### config.mk
export PLATFORM = sky130hd
export DESIGN_NAME = sram_arbiter_flat
export DESIGN_NICKNAME = d
export VERILOG_FILES = /design/src/rtl/sram_arbiter_if.sv /design/src/rtl/sram_arbiter.sv /design/src/flat_wrapper.sv
export SDC_FILE = /design/constraint.sdc
export NUM_CORES = 1
export LEC_CHECK = 0
export CAP_MARGIN = 20
export CORE_UTILIZATION = 28
export DETAILED_ROUTE_END_ITERATION = 10
export PLACE_DENSITY = 0.56
export SLEW_MARGIN = 20
export SYNTH_ARGS = -nofsm -noshare
export SYNTH_HDL_FRONTEND = slang
export SYNTH_SLANG_ARGS = --single-unit
### constraint.sdc
create_clock -name avr_clk -period 1.75 [get_ports avr_clk]
set_clock_uncertainty 0.1 [all_clocks]
set_input_delay 0.175 -clock avr_clk [delete_from_list [all_inputs] [get_ports avr_clk]]
set_output_delay 0.175 -clock avr_clk [all_outputs]
set_load 0.05 [all_outputs]
### src/rtl/sram_arbiter_if.sv
// Bus bundle for sram_arbiter: both requester handshakes plus the SRAM pins.
//   snes_* / avr_* : req, we, addr, wdata (to arbiter); rdata, ack (from arbiter)
//   sram_*         : addr, dout, drive, ce_n/oe_n/we_n (from arbiter); din (to arbiter)
//   busy           : arbiter not idle
// master = requester/SRAM side, slave = arbiter.
interface sram_arbiter_if #(
   parameter int ADDR_W = 21,
   parameter int DATA_W = 8
);
   logic              snes_req;
   logic              snes_we;
   logic [ADDR_W-1:0] snes_addr;
   logic [DATA_W-1:0] snes_wdata;
   logic [DATA_W-1:0] snes_rdata;
   logic              snes_ack;
   logic              avr_req;
   logic              avr_we;
   logic [ADDR_W-1:0] avr_addr;
   logic [DATA_W-1:0] avr_wdata;
   logic [DATA_W-1:0] avr_rdata;
   logic              avr_ack;
   logic [ADDR_W-1:0] sram_addr;
   logic [DATA_W-1:0] sram_dout;
   logic [DATA_W-1:0] sram_din;
   logic              sram_drive;
   logic              sram_ce_n;
   logic              sram_oe_n;
   logic              sram_we_n;
   logic              busy;

   modport master (
      output snes_req, snes_we, snes_addr, snes_wdata,
      output avr_req, avr_we, avr_addr, avr_wdata,
      output sram_din,
      input  snes_rdata, snes_ack, avr_rdata, avr_ack,
      input  sram_addr, sram_dout, sram_drive, sram_ce_n, sram_oe_n, sram_we_n, busy
   );

   modport slave (
      input  snes_req, snes_we, snes_addr, snes_wdata,
      input  avr_req, avr_we, avr_addr, avr_wdata,
      input  sram_din,
      output snes_rdata, snes_ack, avr_rdata, avr_ack,
      output sram_addr, sram_dout, sram_drive, sram_ce_n, sram_oe_n, sram_we_n, busy
   );
endinterface

### src/rtl/sram_arbiter.sv
// Shares one external SRAM between the SNES cartridge bus and the AVR bridge.
// Sequences each SRAM cycle (strobes, data-bus drive enable, read-data latch).
// SNES has fixed priority; after STARVE_LIMIT consecutive SNES grants with AVR
// waiting, AVR is granted once.
// Ports:
//   avr_clk   : system clock, rising edge
//   avr_reset : synchronous active-high reset
//   bus       : sram_arbiter_if.slave (requester handshakes and SRAM pins)
//
// state  | meaning
// IDLE   | no access; arbitrate and register the winner's command
// ACCESS | ce_n low plus oe_n (read) or we_n (write) for ACCESS_CYCLES cycles
// DONE   | strobes released, write data still driven, winner's ack pulses
module sram_arbiter #(
   parameter int ADDR_W        = 21,
   parameter int DATA_W        = 8,
   parameter int ACCESS_CYCLES = 2,
   parameter int STARVE_LIMIT  = 4
) (
   input logic           avr_clk,
   input logic           avr_reset,
   sram_arbiter_if.slave bus
);
   localparam int CNT_W = (ACCESS_CYCLES > 1) ? $clog2(ACCESS_CYCLES) : 1;
   localparam logic [CNT_W-1:0] CNT_LAST = CNT_W'(ACCESS_CYCLES - 1);
   localparam logic [CNT_W-1:0] CNT_ONE  = CNT_W'(1);
   localparam int STV_W = $clog2(STARVE_LIMIT + 1);
   localparam logic [STV_W-1:0] STV_MAX = STV_W'(STARVE_LIMIT);
   localparam logic [STV_W-1:0] STV_ONE = STV_W'(1);

   typedef enum logic [1:0] {ST_IDLE, ST_ACCESS, ST_DONE} state_t;

   state_t            state_q, state_d;
   logic [CNT_W-1:0]  cnt_q, cnt_d;
   logic [STV_W-1:0]  starve_q, starve_d;
   logic              sel_avr_q, sel_avr_d;
   logic              we_q, we_d;
   logic [ADDR_W-1:0] addr_q, addr_d;
   logic [DATA_W-1:0] wdata_q, wdata_d;
   logic [DATA_W-1:0] snes_rdata_q, snes_rdata_d;
   logic [DATA_W-1:0] avr_rdata_q, avr_rdata_d;
   logic              grant_avr;
   logic              ce_n, oe_n, we_n, drive, snes_ack, avr_ack;

   always_ff @(posedge avr_clk) begin
      if (avr_reset) begin
         state_q      <= ST_IDLE;
         cnt_q        <= '0;
         starve_q     <= '0;
         sel_avr_q    <= 1'b0;
         we_q         <= 1'b0;
         addr_q       <= '0;
         wdata_q      <= '0;
         snes_rdata_q <= '0;
         avr_rdata_q  <= '0;
      end else begin
         state_q      <= state_d;
         cnt_q        <= cnt_d;
         starve_q     <= starve_d;
         sel_avr_q    <= sel_avr_d;
         we_q         <= we_d;
         addr_q       <= addr_d;
         wdata_q      <= wdata_d;
         snes_rdata_q <= snes_rdata_d;
         avr_rdata_q  <= avr_rdata_d;
      end
   end

   always_comb begin
      state_d      = state_q;
      cnt_d        = cnt_q;
      starve_d     = starve_q;
      sel_avr_d    = sel_avr_q;
      we_d         = we_q;
      addr_d       = addr_q;
      wdata_d      = wdata_q;
      snes_rdata_d = snes_rdata_q;
      avr_rdata_d  = avr_rdata_q;
      grant_avr    = 1'b0;
      ce_n         = 1'b1;
      oe_n         = 1'b1;
      we_n         = 1'b1;
      drive        = 1'b0;
      snes_ack     = 1'b0;
      avr_ack      = 1'b0;
      case (state_q)
         ST_IDLE: begin
            if (!bus.avr_req)
               starve_d = '0;
            if (bus.snes_req || bus.avr_req) begin
               // AVR wins when SNES is quiet or SNES has used up its run of grants.
               grant_avr = bus.avr_req && (!bus.snes_req || starve_q == STV_MAX);
               sel_avr_d = grant_avr;
               we_d      = grant_avr ? bus.avr_we    : bus.snes_we;
               addr_d    = grant_avr ? bus.avr_addr  : bus.snes_addr;
               wdata_d   = grant_avr ? bus.avr_wdata : bus.snes_wdata;
               if (grant_avr)
                  starve_d = '0;
               else if (bus.avr_req)
                  starve_d = starve_q + STV_ONE;
               cnt_d   = '0;
               state_d = ST_ACCESS;
            end
         end
         ST_ACCESS: begin
            ce_n = 1'b0;
            if (we_q) begin
               we_n  = 1'b0;
               drive = 1'b1;
            end else begin
               oe_n = 1'b0;
            end
            if (cnt_q == CNT_LAST) begin
               if (!we_q) begin
                  if (sel_avr_q)
                     avr_rdata_d = bus.sram_din;
                  else
                     snes_rdata_d = bus.sram_din;
               end
               state_d = ST_DONE;
            end else begin
               cnt_d = cnt_q + CNT_ONE;
            end
         end
         ST_DONE: begin
            // Keep driving write data one cycle past we_n rising for hold time.
            drive    = we_q;
            snes_ack = !sel_avr_q;
            avr_ack  = sel_avr_q;
            state_d  = ST_IDLE;
         end
         default: state_d = ST_IDLE;
      endcase
   end

   assign bus.sram_addr  = addr_q;
   assign bus.sram_dout  = wdata_q;
   assign bus.sram_drive = drive;
   assign bus.sram_ce_n  = ce_n;
   assign bus.sram_oe_n  = oe_n;
   assign bus.sram_we_n  = we_n;
   assign bus.snes_ack   = snes_ack;
   assign bus.avr_ack    = avr_ack;
   assign bus.snes_rdata = snes_rdata_q;
   assign bus.avr_rdata  = avr_rdata_q;
   assign bus.busy       = (state_q != ST_IDLE);
endmodule

### src/flat_wrapper.sv
// flat-port wrapper written by rule: the top's interface ports become plain ports
module sram_arbiter_flat 
#(
   parameter int ADDR_W        = 21,
   parameter int DATA_W        = 8,
   parameter int ACCESS_CYCLES = 2,
   parameter int STARVE_LIMIT  = 4
)
  (avr_clk, avr_reset, bus_snes_req, bus_snes_we, bus_snes_addr, bus_snes_wdata, bus_avr_req, bus_avr_we, bus_avr_addr, bus_avr_wdata, bus_sram_din, bus_snes_rdata, bus_snes_ack, bus_avr_rdata, bus_avr_ack, bus_sram_addr, bus_sram_dout, bus_sram_drive, bus_sram_ce_n, bus_sram_oe_n, bus_sram_we_n, bus_busy);
  sram_arbiter_if #(.ADDR_W(ADDR_W), .DATA_W(DATA_W)) bus_i ();
  input logic avr_clk;
  input logic avr_reset;
  input wire logic [$bits(bus_i.snes_req)-1:0] bus_snes_req;
  input wire logic [$bits(bus_i.snes_we)-1:0] bus_snes_we;
  input wire logic [$bits(bus_i.snes_addr)-1:0] bus_snes_addr;
  input wire logic [$bits(bus_i.snes_wdata)-1:0] bus_snes_wdata;
  input wire logic [$bits(bus_i.avr_req)-1:0] bus_avr_req;
  input wire logic [$bits(bus_i.avr_we)-1:0] bus_avr_we;
  input wire logic [$bits(bus_i.avr_addr)-1:0] bus_avr_addr;
  input wire logic [$bits(bus_i.avr_wdata)-1:0] bus_avr_wdata;
  input wire logic [$bits(bus_i.sram_din)-1:0] bus_sram_din;
  output wire logic [$bits(bus_i.snes_rdata)-1:0] bus_snes_rdata;
  output wire logic [$bits(bus_i.snes_ack)-1:0] bus_snes_ack;
  output wire logic [$bits(bus_i.avr_rdata)-1:0] bus_avr_rdata;
  output wire logic [$bits(bus_i.avr_ack)-1:0] bus_avr_ack;
  output wire logic [$bits(bus_i.sram_addr)-1:0] bus_sram_addr;
  output wire logic [$bits(bus_i.sram_dout)-1:0] bus_sram_dout;
  output wire logic [$bits(bus_i.sram_drive)-1:0] bus_sram_drive;
  output wire logic [$bits(bus_i.sram_ce_n)-1:0] bus_sram_ce_n;
  output wire logic [$bits(bus_i.sram_oe_n)-1:0] bus_sram_oe_n;
  output wire logic [$bits(bus_i.sram_we_n)-1:0] bus_sram_we_n;
  output wire logic [$bits(bus_i.busy)-1:0] bus_busy;
  assign bus_i.snes_req = bus_snes_req;
  assign bus_i.snes_we = bus_snes_we;
  assign bus_i.snes_addr = bus_snes_addr;
  assign bus_i.snes_wdata = bus_snes_wdata;
  assign bus_i.avr_req = bus_avr_req;
  assign bus_i.avr_we = bus_avr_we;
  assign bus_i.avr_addr = bus_avr_addr;
  assign bus_i.avr_wdata = bus_avr_wdata;
  assign bus_i.sram_din = bus_sram_din;
  assign bus_snes_rdata = bus_i.snes_rdata;
  assign bus_snes_ack = bus_i.snes_ack;
  assign bus_avr_rdata = bus_i.avr_rdata;
  assign bus_avr_ack = bus_i.avr_ack;
  assign bus_sram_addr = bus_i.sram_addr;
  assign bus_sram_dout = bus_i.sram_dout;
  assign bus_sram_drive = bus_i.sram_drive;
  assign bus_sram_ce_n = bus_i.sram_ce_n;
  assign bus_sram_oe_n = bus_i.sram_oe_n;
  assign bus_sram_we_n = bus_i.sram_we_n;
  assign bus_busy = bus_i.busy;
  sram_arbiter #(.ADDR_W(ADDR_W), .DATA_W(DATA_W), .ACCESS_CYCLES(ACCESS_CYCLES), .STARVE_LIMIT(STARVE_LIMIT)) u_core (.avr_clk(avr_clk), .avr_reset(avr_reset), .bus(bus_i));
endmodule
==> impl_metrics.toml <==
[power_and_ir_drop]
p_per_area_nw_per_um2 = 1010
fin_total_pwr_mw = 4.30
p_comb_frac = 0.452
switching_share = 0.389
power_frac_seq = 0.345
p_clk_frac = 0.203
ir_drop_uv = 390
p_int_mw = 2.63
p_sw_mw = 1.67
power_leakage_nw = 1.82

[clock_tree]
cts_buffers = 5
cts.path.max_buffers = 2
cts_setup_buffers = 0
clock_sinks = 53
clk_pin_slew_worst_paths_ns = 0.09
cts_root_buf = "clkbuf_8"
cts_tree = "done"
cts-htree-levels = 2
clkLatencyLatePin_ns = 0.30

[place]
hpwl_microns = 5190
numPortBuffers = 123
placed_area_sq_um = 4080
gp_congestion = 0.696
place_ws_ns = -0.00323

[critical_path]
cp_slowest_cell = "dfxtp_1"
critPathMaxFanout = 5
path_class = "reg2out"
slowest_delay_ns = 0.34
critPathArrivalTime_ns = 1.38
path_cells = "inv_1 -> ha_2 -> buf_4 -> inv_1 -> buf_12"
cp-end-kind = "output port"
start_kind = "flip-flop"
crit_required_ns = 1.47
crit_path_frequent_cell = "inv_1"

[timing]
setup_tns_ns = 0
hold_violations = 0
tightest_slew_ns = 0.516
finalWorstSetupSlack_ns = 0.0922
rsz0062_at_grt = "false"
timing.fmax_mhz = 603
finalCriticalPeriod_ns = 1.66
finalSetupViolCount = 0
finalCritPeriodShare = 0.947
timing.hold.ws_ns = 0.239
relSlewSlack = 0.655
drv_slew = 0

[routing]
dr.first_iter.drc_count = 67
ant_nets = 0
via_count = 2495
wl_per_cell_microns = 13.6
first_pass_iters = 4
post_drt_via_cell_ratio = 4.70
routed_wl_microns = 7220
drc = 0

[global_routing]
grt_max_degree = 54
grt_pass1_vias = 2269
grt_usage = 0.141
grt_antenna_before_repair = 0
grt_pass1_wl_microns = 11300
overflow = 0

[die]
dieWidth_microns = 100
io_pins = 124
start_util = 0.290
die_area_sq_um = 10000
core-area_sq_um = 9280
placementRows = 35
die_h_microns = 100

[yosys]
avgSynthCellArea_sq_um = 9.43
ys_seq_elements = 53
yosys_warnings = 0
synthCells = 286
synth_nets = 364
yosysSeqAreaShare = 0.394
syn_area_sq_um = 2700
yosys.cell_types.count = 37

[layout]
num-fill-cells = 927
final_design_area_no_fill_sq_um = 4250
layout_commonest_cell = "clkdlybuf4s50_1"
final_cell_mix = "clkdlybuf4s50_1 (70), dfxtp_1 (52), buf_4 (34)"
syn_to_final_growth_pct = 57.6
antenna_cells = 0
drive_above_1_share = 0.264
final_nets = 479

[hold_path]
hp-class = "in2reg"

[flow_run]
maxCapViolations = 0

[status]
outcome = "completed"
==> cells by family after synthesis <==
family / after synthesis / synth area share
AND/OR/NAND/NOR: 101 / 0.181
AO/OA/AOI/OAI: 79 / 0.271
flip-flops: 53 / 0.394
buffers and inverters: 36 / 0.0868
multiplexers: 9 / 0.0334
adder cells (fa/ha/maj): 6 / 0.0278
XOR/XNOR: 2 / 0.00650
==> cell type report <==
type	instances	area, sq um	area share
clock buffer	6	82.6	0.0194
timing repair buffer	137	1470	0.347
sequential	53	1060	0.250
tap	129	161	0.0380
inverter	7	26.3	0.00618
clock inverter	2	37.5	0.00883
multi-input combinational	197	1410	0.331
==> sequential cells by signal (all words and copies together) (netlist names) <==
signal,cells
u_core.bus.sram_addr,21
u_core.bus.avr_rdata,8
u_core.bus.snes_rdata,8
u_core.bus.sram_dout,8
u_core.starve_q,3
u_core.state_q,2
u_core.cnt_q,1
u_core.sel_avr_q,1
u_core.we_q,1
==> synthesized netlist by cell type <==
cell	count	area share
dfxtp_1	53	0.39
nand3_1	31	0.058
a311oi_2	30	0.17
nor2_1	30	0.042
o21ai_1	22	0.041
nand2_1	18	0.025
a21oi_1	10	0.019
buf_4	10	0.028
nor2_2	10	0.023
mux2i_1	9	0.033
o21ai_0	9	0.017
inv_1	7	0.0097
ha_1	6	0.028
clkbuf_1	5	0.0070
buf_2	4	0.0074
buf_6	4	0.017
clkbuf_2	3	0.0056
nor3_1	3	0.0056
and2_1	2	0.0046
buf_8	2	0.011
nand2b_1	2	0.0046
a211oi_1	1	0.0028
a21bo_2	1	0.0037
a21boi_4	1	0.0070
a21o_1	1	0.0028
a21oi_2	1	0.0032
a22oi_1	1	0.0028
a32oi_1	1	0.0032
and4b_1	1	0.0037
and4bb_2	1	0.0046
buf_1	1	0.0014
nand4b_1	1	0.0032
nor2b_1	1	0.0023
o21a_1	1	0.0028
or3b_4	1	0.0042
xnor2_1	1	0.0032
xor2_1	1	0.0032
==> metal layers <==
metal	global-route usage	part of all wire	vias up
met3	0.0355	0.069	4
met4	0.0334	0.0073	0
met2	0.238	0.46	85
li1	-	-	1251
met5	0	0	-
met1	0.181	0.47	1155
==> worst max-delay path, delay by kind of cell (launching register included) <==
family	cells	cell delay, ns
buf+inv	4	0.52
flops	1	0.34
fa+ha+maj	1	0.23
==> stage by stage <==
stage          utilization  instances
2_1_floorplan            -        286
3_3_place_gp         0.440        523
3_5_place_dp         0.440        523
4_1_cts              0.453        531
5_1_grt              0.458        531
6_report             0.458        531
==> power by group through the flow <==
stage / logic (mW) / registers [mW] / clock network, mW
after global routing: 2.06 / 1.50 / 0.963
after floorplan: 0.866 / 1.96 / 0
after CTS: 1.96 / 1.49 / 0.915
after detailed placement: 1.96 / 1.51 / 0
after global placement: 1.94 / 1.51 / 0
final: 1.95 / 1.48 / 0.872
==> worst paths after layout <==
check                                  end  slack, ns  depth (start not counted)               startpoint
setup / recovery                  bus_busy       0.09                          5        u_core.state_q[0]
hold / removal    u_core.bus.snes_rdata[4]       0.24                          3                avr_reset
setup reg to reg   u_core.bus.sram_addr[0]       0.12                          6       u_core.starve_q[0]
hold reg to reg    u_core.bus.avr_rdata[4]       0.35                          2  u_core.bus.avr_rdata[4]
==> repair_timing <==
item                                    4_1_cts  5_1_grt
resized for setup                             0       19
endpoints found under the setup margin        0       19
hold buffers                                  0        0
(Power assumes the default switching activity.)
